## src/rtl/seq_detector_param.sv

```systemverilog
// seq_detector_param
//
// Purpose:
//   Watches a stream of DATA_W-bit symbols for a runtime-programmable
//   pattern of SEQ_LEN symbols. Each pattern position can be marked
//   don't-care. Overlapping or restart-after-match behaviour is selected
//   by overlap_en. A match produces a registered one-cycle pulse and
//   bumps a saturating match counter.
//
// Ports:
//   clk          rising-edge clock
//   rst_n        asynchronous reset, active-high (1 = reset asserted)
//   data_valid   data carries a new symbol this cycle
//   data         input symbol
//   overlap_en   1 = overlapping matches, 0 = restart search after a match
//   cfg_we       pattern write strobe (wins over data_valid)
//   cfg_idx      pattern position to write
//   cfg_sym      symbol value for cfg_idx
//   cfg_care     0 = position cfg_idx is don't-care
//   seq_found    one-cycle match pulse, one cycle after the accepting edge
//   match_count  matches since reset, saturating at all-ones
//   hist_fill    number of valid symbols held in the history window
module seq_detector_param #(
  parameter int DATA_W = 3,
  parameter int SEQ_LEN = 4,
  parameter int CNT_W = 16,
  parameter logic [SEQ_LEN*DATA_W-1:0] PATTERN_INIT = {3'b111, 3'b110, 3'b101, 3'b001},
  parameter int IDX_W = $clog2(SEQ_LEN)
) (
  input  logic                         clk,
  input  logic                         rst_n,
  input  logic                         data_valid,
  input  logic [DATA_W-1:0]            data,
  input  logic                         overlap_en,
  input  logic                         cfg_we,
  input  logic [IDX_W-1:0]             cfg_idx,
  input  logic [DATA_W-1:0]            cfg_sym,
  input  logic                         cfg_care,
  output logic                         seq_found,
  output logic [CNT_W-1:0]             match_count,
  output logic [$clog2(SEQ_LEN+1)-1:0] hist_fill
);

  localparam int FILL_W = $clog2(SEQ_LEN + 1);
  localparam int HIST_W = (SEQ_LEN - 1) * DATA_W;
  localparam int WIN_W  = SEQ_LEN * DATA_W;

  localparam logic [FILL_W-1:0] FILL_MAX  = FILL_W'(SEQ_LEN);
  localparam logic [FILL_W-1:0] FILL_NEED = FILL_W'(SEQ_LEN - 1);
  localparam logic [IDX_W:0]    IDX_LIMIT = (IDX_W + 1)'(SEQ_LEN);
  localparam logic [CNT_W-1:0]  CNT_MAX   = '1;

  // Only the SEQ_LEN-1 previous symbols are stored; the incoming symbol
  // completes the window. Slot 0 of hist is the oldest symbol.
  logic [HIST_W-1:0]  hist_q, hist_d;
  logic [FILL_W-1:0]  fill_q, fill_d;
  logic               found_q, found_d;
  logic [CNT_W-1:0]   count_q, count_d;
  logic [WIN_W-1:0]   pattern_q, pattern_d;
  logic [SEQ_LEN-1:0] care_q, care_d;

  logic [WIN_W-1:0]   window;
  logic               pattern_hit;
  logic               accept;
  logic               cfg_write;
  logic               match;

  // The window is history with the incoming symbol appended at the top,
  // so window position i lines up with pattern symbol i.
  assign window = {data, hist_q};

  // Compare every cared-about position; don't-care positions always pass,
  // so an all-don't-care pattern matches any full window.
  always_comb begin
    pattern_hit = 1'b1;
    for (int i = 0; i < SEQ_LEN; i++) begin
      if (care_q[i] && (window[i*DATA_W +: DATA_W] != pattern_q[i*DATA_W +: DATA_W])) begin
        pattern_hit = 1'b0;
      end
    end
  end

  // A config strobe blocks symbol acceptance even when its index is out of
  // range; only in-range indices actually write and flush.
  assign accept    = data_valid & ~cfg_we;
  assign cfg_write = cfg_we & ({1'b0, cfg_idx} < IDX_LIMIT);
  assign match     = accept && (fill_q >= FILL_NEED) && pattern_hit;

  // Next-state logic for history, fill level, pattern store and counter.
  always_comb begin
    hist_d    = hist_q;
    fill_d    = fill_q;
    pattern_d = pattern_q;
    care_d    = care_q;
    found_d   = match;
    count_d   = count_q;

    if (cfg_write) begin
      for (int i = 0; i < SEQ_LEN; i++) begin
        if (cfg_idx == IDX_W'(i)) begin
          pattern_d[i*DATA_W +: DATA_W] = cfg_sym;
          care_d[i]                     = cfg_care;
        end
      end
      // Old history was collected against the old pattern, so drop it.
      fill_d = '0;
    end else if (accept) begin
      hist_d = window[WIN_W-1:DATA_W];
      if (match && !overlap_en) begin
        fill_d = '0;
      end else if (fill_q != FILL_MAX) begin
        fill_d = fill_q + 1'b1;
      end
    end

    if (match && (count_q != CNT_MAX)) begin
      count_d = count_q + 1'b1;
    end
  end

  always_ff @(posedge clk or posedge rst_n) begin
    if (rst_n) begin
      hist_q    <= '0;
      fill_q    <= '0;
      found_q   <= 1'b0;
      count_q   <= '0;
      pattern_q <= PATTERN_INIT;
      care_q    <= '1;
    end else begin
      hist_q    <= hist_d;
      fill_q    <= fill_d;
      found_q   <= found_d;
      count_q   <= count_d;
      pattern_q <= pattern_d;
      care_q    <= care_d;
    end
  end

  assign seq_found   = found_q;
  assign match_count = count_q;
  assign hist_fill   = fill_q;

endmodule

```

## config.mk

```make
export PLATFORM = sky130hd
export DESIGN_NAME = seq_detector_param
export DESIGN_NICKNAME = d
export VERILOG_FILES = /design/src/rtl/seq_detector_param.sv
export SDC_FILE = /design/constraint.sdc
export NUM_CORES = 1
export LEC_CHECK = 0
export ABC_AREA = 1
export CAP_MARGIN = 20
export CORE_UTILIZATION = 60
export CTS_BUF_LIST = sky130_fd_sc_hd__clkbuf_8
export CTS_CLUSTER_SIZE = 30
export DETAILED_ROUTE_END_ITERATION = 6
export GPL_TIMING_DRIVEN = 0
export HOLD_SLACK_MARGIN = 0.08
export PLACE_DENSITY = 0.87
export REMOVE_ABC_BUFFERS = 1
export SYNTH_ARGS = -nofsm -noshare
export SYNTH_HDL_FRONTEND = slang
export SYNTH_SLANG_ARGS = --single-unit
```

## constraint.sdc

```tcl
create_clock -name clk -period 3.8 [get_ports clk]
set_input_delay 0.76 -clock clk [delete_from_list [all_inputs] [get_ports clk]]
set_output_delay 0.76 -clock clk [all_outputs]
set_load 0.01 [all_outputs]
```

======== Word-level counts from Yosys, hierarchy flattened ========
Cells that the tools add are included.
storage, ports and cells
  flip-flop bits (word level) ............. 45
  bits in latches ......................... 0
  memory bits (writable) .................. 0
  ROM bits ................................ 0
  bits of input ports ..................... 14
  memories kept ........................... 0
cells by class
  add/sub/neg operators ................... 2
  multipliers ............................. 0
  divide/modulo/power cells ............... 0
  order comparisons ....................... 1
  equal/unequal tests ..................... 9
  shifts and indexed selects .............. 0
  mux-type cells .......................... 8
  bitwise gates (word level) .............. 2
  reductions and logical operators ........ 18
operators by type and width
  kind                                                                                 count
  16-bit by 1-bit adder with 16-bit output, second input constant                      1
  16-bit inequality test, second input constant                                        1
  3-bit 2-to-1 mux                                                                     4
  3-bit inequality test                                                                4
  2-bit AND reduction                                                                  6
  1-bit logical AND                                                                    8
  2-bit == test, second input constant                                                 2
  1-bit 2-to-1 mux                                                                     4
  3-bit by 1-bit adder with 3-bit output, second input constant                        1
  3-bit by 2-bit greater-or-equal comparator with 1-bit output, second input constant  1
  3-bit inequality test, second input constant                                         1
  3-bit nonzero test                                                                   1
  2-bit by 1-bit == test with 1-bit output, second input constant                      1
  2-bit zero test                                                                      1
  2-bit nonzero test                                                                   1
  1-bit AND                                                                            1
  1-bit zero test                                                                      1
  1-bit inverter                                                                       1

======== Logic depth before layout (Yosys ltp) ========
Gate-level depths: netlist of the first run.
  depth after elaboration ................. 11
  depth in mapped cells ................... 14
  gate-level depth less buffers ........... 13

======== Worst setup path after synthesis of the first run ========
Ideal clock, no wire load.
  path type ............................... input to register
  start ................................... input port data_valid
  end ..................................... register count_q[5], in the netlist match_count[5]
  arrival ................................. 1675 ps
  slack ................................... 2004 ps
  stages on the path ...................... 9
  buffers on the path ..................... 1
  path through ............................ inv_1 nor2_2 o21ai_0 a21oi_1 and2_2 nand2_4 inv_4 buf_8 o21ai_2
on the way
  word-level cells in the longest chain between the ends .. 4
RTL lines
  item                             RTL line  RTL
  from (decl)                      32        input logic data_valid,
  1-bit AND                        85        assign accept = data_valid & ~cfg_we;
  1-bit logical AND (2 in series)  87        assign match = accept && (fill_q >= FILL_NEED) && pattern_hit;
  via found_d                      57        logic found_q, found_d;
  1-bit logical AND                116       if (match && (count_q != CNT_MAX)) begin
  to (signal assigned)             133       count_q <= count_d;
  to (decl)                        58        logic [CNT_W-1:0] count_q, count_d;
The timed path passes the listed nets, and every way through them passes these cells.
A chain may end at the register's enable or synchronous reset.

======== Final worst setup path of the first run ========
  start ................................... input port cfg_we
  end ..................................... register count_q[7], in the netlist match_count[7]
on the way
  word-level cells in the longest chain between the ends .. 5
RTL lines
  item                             RTL line  RTL
  from (decl)                      35        input logic cfg_we,
  1-bit inverter (no source line)  n/a
  1-bit AND                        85
  1-bit logical AND (2 in series)  87
  via found_d                      57
  1-bit logical AND                116
The timed path passes the listed nets, and every way through them passes these cells.

==> reports/summary.md, run 1 <==
The run finished with clean final reports. Highest metal layer with signal wires: met4. The floorplan has 22 rows.

The initial antenna violation count is 0, and the ratio of total power to cell area is 446 nW/um^2. The upper clock frequency limit is 371 MHz. The cell type contributing the most total cell area after synthesis is dfrtp_1. In this run the number of H-tree levels came out at 2.

In the final routing, the length of wire on met1 measures 2140 um. The max-slew headroom at the worst pin is 0.641, and the ratio of routed vias to standard cells is 5.33. The synthesized netlist occupies a cell area of 2350 sq um. The tools report the placed cell area as 2730 sq um.

Setup slack on the worst reg-to-reg path comes out at 1900 ps. During synthesis, Yosys emitted a total of 0 warnings. Summed over all layers, the global routing overflow is 0. The number of buffers inserted by port buffering was 33.

Entering global routing, the biggest net connects 46 pins. The tools report the startpoint type of the worst setup path as a primary input. The tools report the antenna cell count as 0. Final cycle utilization of the critical path: 0.709. Each instance of the synthesized netlist takes up on average 8.30 sq um.

The type of destination of the critical path was a flop. Counting flops with a built-in enable in the synthesized netlist gives 0. The tools report the overall routing resource usage as 0.259. After detailed routing, the number of remaining DRC violations is 0. 34 I/O pins were placed. The detailed-route via count is 1,972. The final setup TNS was 0 ps. The final number of max-transition violations came out at 0. After clock tree synthesis, the setup repair step added 0 buffers. After routing the design area is 2820 sq um. Synthesis handed over a netlist of 283 instances. The critical path starts at cfg_we. Counting flops and latches in the post-synthesis netlist gives 45. The clock period could shrink to 2700 ps. The worst register-to-register path ends at match_count[7]. Of all nets on the critical path, the largest fanout is 17.

The most frequent cell after synthesis is nand2_1. Cell with the biggest individual delay on the critical path: clkdlybuf4s50_1. The critical path goes through clkdlybuf4s50_1 > nor2_2 > o21ai_0 > a21oi_1 > and2_2 > nand2_4 > inv_4 > nand2_1 > o21ai_2.

Final instance count without filler cells: 370. The run gives 3720 sq um as the area of the core. The tools report the total routed wirelength as 4710 um. The tools report the final core utilization as 0.759. For the arrival time at the worst endpoint, the log shows 2920 ps. Setup repair after global routing left no endpoint under its margin. In this run the deepest clock path goes through 2 buffers. The fraction of post-synthesis cell area in the top cell type by area is 0.351, and the final weighted congestion in routability-driven placement is 0.853. In this run the horizontal extent of the chip is 64.6 um.

The total clock buffers created by CTS was 5; the measured slew at the worst slew-check pin was 538 ps. The run gives 0 as the number of hold buffers added after cts. In this run, distinct cell masters in the synthesized netlist total 29. The die covers 4170 sq um. The tools report the master cell of the clock root buffer as clkbuf_8. In this design, the stage delay of the slowest critical-path cell is 550 ps.

The logs give 0 for the number of nets with antenna violations after routing and 1140 sq um for the footprint of the flip-flops and latches. The number of sinks on the clock net was 45; the share of the yosys chip area belonging to registers was 0.486. TritonCTS built the clock tree. Relative to the synthesized area, the layout overhead comes to 20.0%.

Summed over all nets, the half-perimeter wirelength after detailed placement is 3490 um. The critical path in this run is classified as primary input to flop. The fraction of layout cells with a size suffix above 1 was 0.115.

On the final layout, the worst clock skew is 10.2 ps. Across the VDD grid, the largest voltage drop is 313 uV. In the post-synthesis netlist, the biggest area contributors are dfrtp_1 (35%), nand2_1 (14%), dfstp_2 (13%), o21ai_0 (6.6%), inv_1 (5.9%). Met2 wirelength from detailed routing: 2230 um. Number of global-route vias before repair: 1,768. Detailed route wirelength on metal3: 244 um.

For the required time of the critical path, the log shows 4030 ps. In this run the critical register-to-register path is launched from match_count[0]. The depth of the worst register-to-register path was 8. In the synthesized netlist the dominant register cell turns out to be dfrtp_1.

The first global-routing pass estimated 8090 um of wire. The logs give 0.632 for the initial core utilization and 0 for the number of gates resized after cts. The height of the die is 64.6 um, and the wire length per cell after detailed routing is 12.7 um. Sorting the synthesized cells by how often they occur yields nand2_1 (89), inv_1 (37), dfrtp_1 (33), o21ai_0 (31), nand3_1 (14). The max capacitance violation total is 0. The tightest min-delay check is of the flop to flop type.

The async set-or-reset flop fraction in the synthesized netlist is 1.00, and the number of design-rule violations left by the first detailed-router iteration is 111. Hold is met by 496 ps. The analysis attributes to cell leakage a power of 1.35 nW. After clock tree synthesis, the clock-pin slew on the worst setup and hold paths is 80 ps. The logs give 1030 sq um for the area of combinational cells with multiple inputs and 0 for the hold violation total from the final report. The tools report the latest clock arrival within the worst-skew pair as 300 ps.

The tools report the setup-violating endpoint count in the final report as 0. The number of iterations in the first detailed-routing pass is 4, and the layout filler cell count is 282. The net count of the finished layout is 339. Once placement completed, the tool counted placed cells totaling 362. The critical path ends at match_count[7].
[sequential cells by signal, indices dropped and copies added (netlist names)]
| signal | cells |
|---|---|
| match_count | 16 |
| pattern_q | 12 |
| hist_q | 9 |
| care_q | 4 |
| hist_fill | 3 |
| seq_found | 1 |
[worst min-delay path by stage]
stage	startpoint	endpoint	slack [ps]	depth (start not counted)
floorplan	hist_q[1]	hist_q[1]	460	2
global placement	care_q[0]	care_q[0]	470	2
detailed placement	care_q[1]	care_q[1]	490	2
CTS	care_q[1]	care_q[1]	500	2
global route	pattern_q[5]	pattern_q[5]	520	2
finish	care_q[1]	care_q[1]	500	2
[placed cells by master (no fill, tap or decap), drive strengths merged, types with 2 or more instances in the layout]
cell / Yosys / routed
xnor2: 10 / 10
inv: 39 / 40
nor4: 3 / 3
ha: 4 / 4
nor3: 2 / 2
nand3: 15 / 15
o21ai: 38 / 38
dfrtp: 33 / 33
nand2: 92 / 92
dfstp: 12 / 12
nor2: 14 / 14
clkdlybuf4s50: 0 / 33
clkbuf: 1 / 5
xor2: 9 / 9
nand4: 6 / 6
[cell type report]
| class | count | area share |
|---|---|---|
| clock buffers | 5 | 0.0244 |
| multi-input cells | 196 | 0.365 |
| inverters | 39 | 0.0528 |
| flip-flops and latches | 45 | 0.405 |
| clock inverters | 3 | 0.00710 |
| repair buffers | 34 | 0.124 |
| well taps | 48 | 0.0213 |
[power by group]
part / switching, W / internal, W
Sequential: 0.0000711 / 0.000569
Clock: 0.000163 / 0.000128
Combinational: 0.000167 / 0.000157
[through the flow]
stage          setup slack [ps]  power, W
2_1_floorplan              1800  0.000833
3_5_place_dp                815  0.000969
5_1_grt                     925   0.00133
6_report                   1100   0.00126
3_3_place_gp                888  0.000950
4_1_cts                    1110   0.00126
[worst max-delay path: cells and delay by family]
| family | cells | cell delay (ps) |
|---|---|---|
| AND/OR/NAND/NOR | 4 | 970 |
| AO/OA/AOI/OAI | 3 | 450 |
| buffers and inverters | 2 | 750 |
[cell families (layout without fill, tap and decap cells)]
| family | count (synthesis) | after routing | share of synthesized area |
|---|---|---|---|
| XOR/XNOR | 19 | 19 | 0.0708 |
| buffers and inverters | 42 | 81 | 0.0761 |
| adder cells (fa/ha/maj) | 4 | 4 | 0.0213 |
| flip-flops | 45 | 45 | 0.486 |
| AO/OA/AOI/OAI | 40 | 40 | 0.0958 |
| AND/OR/NAND/NOR | 133 | 133 | 0.250 |
[routing by layer]
| layer | global-route usage | vias up |
|---|---|---|
| li1 | - | 968 |
| met1 | 0.342 | 928 |
| met2 | 0.417 | 64 |
| met3 | 0.0599 | 12 |
| met4 | 0.0917 | 0 |
| met5 | 0 | - |
No activity file was read; power rests on OpenSTA's default activity.
==> run 2: changes to the inputs <==
--- a/config.mk
+++ b/config.mk
@@ -7,13 +7,13 @@
 export LEC_CHECK = 0
 export ABC_AREA = 1
 export CAP_MARGIN = 20
-export CORE_UTILIZATION = 60
+export CORE_UTILIZATION = 51
 export CTS_BUF_LIST = sky130_fd_sc_hd__clkbuf_8
 export CTS_CLUSTER_SIZE = 30
 export DETAILED_ROUTE_END_ITERATION = 6
 export GPL_TIMING_DRIVEN = 0
 export HOLD_SLACK_MARGIN = 0.08
-export PLACE_DENSITY = 0.87
+export PLACE_DENSITY = 0.79
 export REMOVE_ABC_BUFFERS = 1
 export SYNTH_ARGS = -nofsm -noshare
 export SYNTH_HDL_FRONTEND = slang
==> constraint.sdc (replaced) <==
create_clock -name clk -period 2.4 [get_ports clk]
set_input_delay 0.48 -clock clk [delete_from_list [all_inputs] [get_ports clk]]
set_output_delay 0.48 -clock clk [all_outputs]
set_load 0.01 [all_outputs]
==> run 2 against run 1 <==
Design area up 1.2%. Sequential share of layout area down 0.46 points. Global-route usage down 4.4 points. Count of clock-buffer cells in the layout unchanged. Die area up 17%. Clock skew about the same. Largest cell class unchanged. Highest routed layer unchanged.
==> reports/summary.md, run 2 (synthesis results as in run 1) <==
The type of the worst min-delay path is primary input to asynchronous set/reset pin. The final cycle utilization of the critical path came out at 0.931. The top cell types in the final layout, fill and taps aside, are nand2_1 (89), inv_1 (37), dfrtp_1 (33), clkdlybuf4s50_1 (33), o21ai_0 (31). The arrival time at the worst endpoint is 2470 ps, and the relative contribution of combinational cells to total power is 0.243. Hold repair after CTS inserted 0 buffers. After detailed placement, the design holds a cell count of 366.

Routability-driven placement finished with a final weighted congestion of 0.934. Total power for the finished layout comes to 0.00210 W. The layout filler cell count is 373. The final number of max-transition violations was 0; the max capacitance violation total was 0.

Maximum single-stage delay on the critical path: 570 ps. Height of the die: 69.9 um. The signal on the critical path passes through clkdlybuf4s50_1 > nor2_4 > o21ai_0 > a21oi_1 > and2_2 > nand2_4 > inv_4 > nand2_1 > o21ai_2. The CTS H-tree depth was 2. Wires add up to 4700 um. Across all setup checks in the final design, the least slack found is 167 ps. The first TritonRoute pass finished after 4 iterations. Of all nets on the critical path, the largest fanout is 17. TritonCTS built the clock tree. Initial antenna violation count: 0.

The first global-routing pass estimated 8180 um of wire. Type of destination of the critical path: a flop. Clock latency on the worst-skew pair, taken at its later pin, is 310 ps.

The largest clock skew in the final design is 9.89 ps. The logs give 1,888 for the detailed-route via count and 2 for the maximum clock path buffer count. After detailed routing, the number of remaining DRC violations is 0. The register with the most flip-flops in the layout has 16 of them. At the pin with the least slew margin, the transition time is 372 ps. Final critical delay including setup and external delays: 2230 ps. The final instance count without filler cells was 374. The sequential share of power was 0.482; the hold violation total from the final report was 0. The run gives 38 as the largest net degree at the start of global routing.

The global-route met2 utilization is 0.349. Setup violations remaining at the end of the flow were counted as 0. The critical path contains buffers and inverters numbering 2 combined. The ratio of routed vias to standard cells is 5.05, and the final non-filler cell area is 2850 sq um. The number of cells on the worst reg-to-reg path is 8. The required time of the critical path was 2640 ps. The number of global-route vias before repair is 1,831. The number of sinks on the clock net was 45. The worst setup path is launched from a primary input. Die width: 69.9 um. The wire length per cell after detailed routing was 12.6 um.

The area of the core was 4380 sq um; the number of buffers inserted by post-CTS setup repair was 0. The net switching component of the power came out at 0.000638 W. The fraction of layout cells with a size suffix above 1 is 0.115.

The global-route met1 utilization was 0.283; the layout overhead on the synthesized area was 21.4%. After global routing the overflow that remains totals 0. TritonCTS created 5 clock buffers. The run finished with clean final reports. In this run the core area contains 24 standard-cell rows. The max-slew headroom at the worst pin was 0.750. After clock tree synthesis, the clock-pin slew on the worst setup and hold paths is 90 ps. The library cell used most frequently in the layout, excluding fill and tap cells, is nand2_1. The routing layer with the top usage in global route was met2. The number of nets with antenna violations after routing is 0. Type of the setup path with the least slack: primary input to flop. The number of gates resized after cts was 0; the count of nets after finishing was 339.

For the worst-case setup slack after placement, the log shows -263 ps. The logs give 34 for the number of ports placed on the die boundary and 1.36 nW for the static leakage. The antenna cell count came out at 0. The sum of net half-perimeters after detailed placement is 3430 um, and the critical path depth in cells is 9. Cell internal power was estimated by the tool at 0.00146 W. Based on the critical path, the design can be clocked at up to 448 MHz. The ratio of total power to cell area is 735 nW/um^2.

The tools report the clock share of power as 0.276. The die area is 4880 sq um, and the number of design-rule violations left by the first detailed-router iteration is 107. On the critical path the largest part of the delay comes from simple AND/OR/NAND/NOR gates.

Setup repair after global routing left no endpoint under its margin. The cell with the biggest individual delay on the critical path is clkdlybuf4s50_1. For the maximum vdd ir drop, the log shows 463 uV. CTS placed an instance of clkbuf_8 at the clock tree root. During placement, the flow inserted port buffers numbering 33.

The global-route met3 utilization is 0.0361, and the initial core utilization is 0.536. The switching share of total power works out to 0.304. Overall routing resource usage: 0.215. Once placement finished, the instance area stood at 2740 sq um.
==> run 2: layer usage <==
layer  wire [um]  vias up
li1            -      967
met1        2240      878
met2        2230       33
met3         144       10
met4          88        0
met5           0        -
==> run 2: power groups by stage <==
stage	Combinational [W]	Clock [W]	Sequential [W]
2_1_floorplan	0.000291	0	0.00103
3_3_place_gp	0.000490	0	0.00102
3_5_place_dp	0.000510	0	0.00102
4_1_cts	0.000515	0.000582	0.00101
5_1_grt	0.000572	0.000613	0.00103
6_report	0.000509	0.000578	0.00101
==> run 2: layout make-up <==
type | instances | area [sq um] | area share
flip-flops and latches | 45 | 1140 | 0.400
multi-input cells | 196 | 1030 | 0.363
repair buffers | 34 | 350 | 0.123
inverters | 39 | 149 | 0.0522
clock buffers | 5 | 68.8 | 0.0241
well taps | 52 | 65.1 | 0.0228
clock inverters | 3 | 42.5 | 0.0149
==> run 2: worst paths after layout <==
path                            slack [ps]            from        endpoint
worst max register to register         470  match_count[0]  match_count[7]
worst min register to register         490       care_q[0]       care_q[0]
worst max-delay path                   170          cfg_we  match_count[7]
max in group asynchronous             1470           rst_n    pattern_q[3]
min in group clk                       490       care_q[0]       care_q[0]
worst min-delay path                   390           rst_n  match_count[0]
==> run 2: per-stage QoR <==
stage                     utilization  hold WS (ps)  setup TNS [ps]
after floorplan                     -           463               0
after global placement          0.619           480           -2910
after detailed placement        0.624           484           -3340
after CTS                       0.649           410               0
after global routing            0.650           439               0
final                           0.650           394               0
==> patch: new RTL, config.mk and constraints of run 1 <==
Add an input register stage for `cfg_idx`; this delays it by one clock. The other inputs are not delayed to match.
--- a/src/rtl/seq_detector_param.sv
+++ b/src/rtl/seq_detector_param.sv
@@ -50,6 +50,12 @@
   localparam logic [IDX_W:0]    IDX_LIMIT = (IDX_W + 1)'(SEQ_LEN);
   localparam logic [CNT_W-1:0]  CNT_MAX   = '1;
 
+  logic [IDX_W-1:0] cfg_idx_q;
+
+  always_ff @(posedge clk) begin
+    cfg_idx_q <= cfg_idx;
+  end
+
   // Only the SEQ_LEN-1 previous symbols are stored; the incoming symbol
   // completes the window. Slot 0 of hist is the oldest symbol.
   logic [HIST_W-1:0]  hist_q, hist_d;
@@ -83,7 +89,7 @@
   // A config strobe blocks symbol acceptance even when its index is out of
   // range; only in-range indices actually write and flush.
   assign accept    = data_valid & ~cfg_we;
-  assign cfg_write = cfg_we & ({1'b0, cfg_idx} < IDX_LIMIT);
+  assign cfg_write = cfg_we & ({1'b0, cfg_idx_q} < IDX_LIMIT);
   assign match     = accept && (fill_q >= FILL_NEED) && pattern_hit;
 
   // Next-state logic for history, fill level, pattern store and counter.
@@ -97,7 +103,7 @@
 
     if (cfg_write) begin
       for (int i = 0; i < SEQ_LEN; i++) begin
-        if (cfg_idx == IDX_W'(i)) begin
+        if (cfg_idx_q == IDX_W'(i)) begin
           pattern_d[i*DATA_W +: DATA_W] = cfg_sym;
           care_d[i]                     = cfg_care;
         end
Check against the original RTL: not equivalent (a bounded check fails within 10 cycles, from zero or initial values and one cycle with rst_n high).
==> patch against run 1 <==
Combinational power fell by 15%; global-route usage is 0.45 points lower; sequential cell count up 2; synthesized area up 0.53%; clock power shrank 2%; setup slack improved by 0.0081 ns; power decreased by 3.2%; critical path depth did not move; design area increased by 0.84%; routed wire length is 2.2% lower; sequential power is 2% higher; count of clock-buffer cells in the layout did not move; critical endpoint is now match_count[12]; first-iteration DRC count up 9.9%; via count decreased by 2.7%; largest power group unchanged.
==> patch: results (changes against run 1) <==
* First-pass GRT wire length at 8.02 mm (was 8.09 mm)
* Gr usage total at 25.4% (was 25.9%)
* Met3 Use GR at 3.70% (was 5.99%)
* Share of post-route cells with drive strength above 1 at 10.2% (was 11.5%)
* R2r worst-path depth at 10 (was 8)
* Hold path startpoint: care_q[3] (was care_q[1])
* Placer Congestion at 0.845 (was 0.853)
* Status: completed (unchanged)
* Placed Area at 2760 sq um (was 2730 sq um)
* Fillers at 271 (was 282)
* GR Layer Usage met1 at 35.8% (was 34.2%)
* Largest net degree at the start of global routing at 26 (was 46)
* Worst Tran Pin Value at 0.512 ns (was 0.538 ns)
* FFs w/ async S/R, synth at 95.7% (was 100%)
* Critical path endpoint: match_count[12] (was match_count[7])
* Library cells used by synthesis at 28 (was 29)
* RR Endpoint: match_count[8] (was match_count[7])
* Synth area leaders: dfrtp_1 35%, nand2_1 15%, dfstp_2 13%, o21ai_0 6.6%, inv_1 5.9% (was dfrtp_1 35%, nand2_1 14%, dfstp_2 13%, o21ai_0 6.6%, inv_1 5.9%)
* WL met3 at 190 microns (was 244 microns)
* Commonest cells post-synth: 95 x nand2_1, 37 x inv_1, 33 x dfrtp_1 (was 89 x nand2_1, 37 x inv_1, 33 x dfrtp_1)
* Maximum vdd drop at 0.298 mV (was 0.313 mV)
* Vias per cell at 5.18 (was 5.33)
* Wire length per cell at 12.5 microns (was 12.7 microns)
* Post-DP HPWL at 3.38 mm (was 3.49 mm)
* Clock power share at 23.5% (was 23.2%)
* Internal at 0.851 mW (was 0.855 mW)
==> patch: changes by cell type after synthesis, moves of 2 or more <==
cell     delta
nand2_1     +6
nor2_1      -4
o21ai_2     -3
xnor2_1     +3
dfxtp_1     +2
==> patch: cell type report <==
| type | count | area share [%] |
|---|---|---|
| inverter | 38 | 5.11 |
| multi-input combinational | 195 | 35.7 |
| clock buffer | 5 | 2.42 |
| clock inverter | 3 | 0.572 |
| sequential | 47 | 41.5 |
| timing repair buffer | 34 | 12.6 |
| tap | 48 | 2.11 |
==> patch: stage by stage <==
step                      worst slack [ns]  std cells  power (mW)  utilization (%)
after floorplan                       1.82        280       0.817                -
after global placement               0.802        361       0.920             73.5
after detailed placement             0.848        362       0.938             74.2
after CTS                             1.15        370        1.22             76.5
after global routing                 0.837        370        1.29             76.5
final                                 1.11        370        1.22             76.5
==> patch: worst register-to-register path: stages, from the launching register on <==
cell,delay [ns]
dfrtp_1,0.40
ha_1,0.25
nand3_2,0.14
nor2_4,0.16
nand2_2,0.09
nor3_4,0.16
nand4_2,0.13
nand2_4,0.21
inv_4,0.13
nand2_1,0.07
o21ai_0,0.07
==> patch: cells by family (layout without fill, tap and decap cells) <==
family                   after synthesis  after routing  synth area share (%)
flip-flops                            47             47                  50.0
AND/OR/NAND/NOR                      135            135                  25.1
XOR/XNOR                              21             21                  7.79
AO/OA/AOI/OAI                         35             35                  7.89
adder cells (fa/ha/maj)                4              4                  2.12
buffers and inverters                 41             80                  7.10
==> patch: worst min path at each step <==
stage | endpoint | slack (ns) | cells past startpoint
finish | care_q[3] | 0.50 | 2
global route | pattern_q[0] | 0.52 | 2
CTS | care_q[1] | 0.50 | 2
detailed placement | care_q[1] | 0.48 | 2
global placement | hist_q[2] | 0.47 | 2
floorplan | hist_q[2] | 0.46 | 2
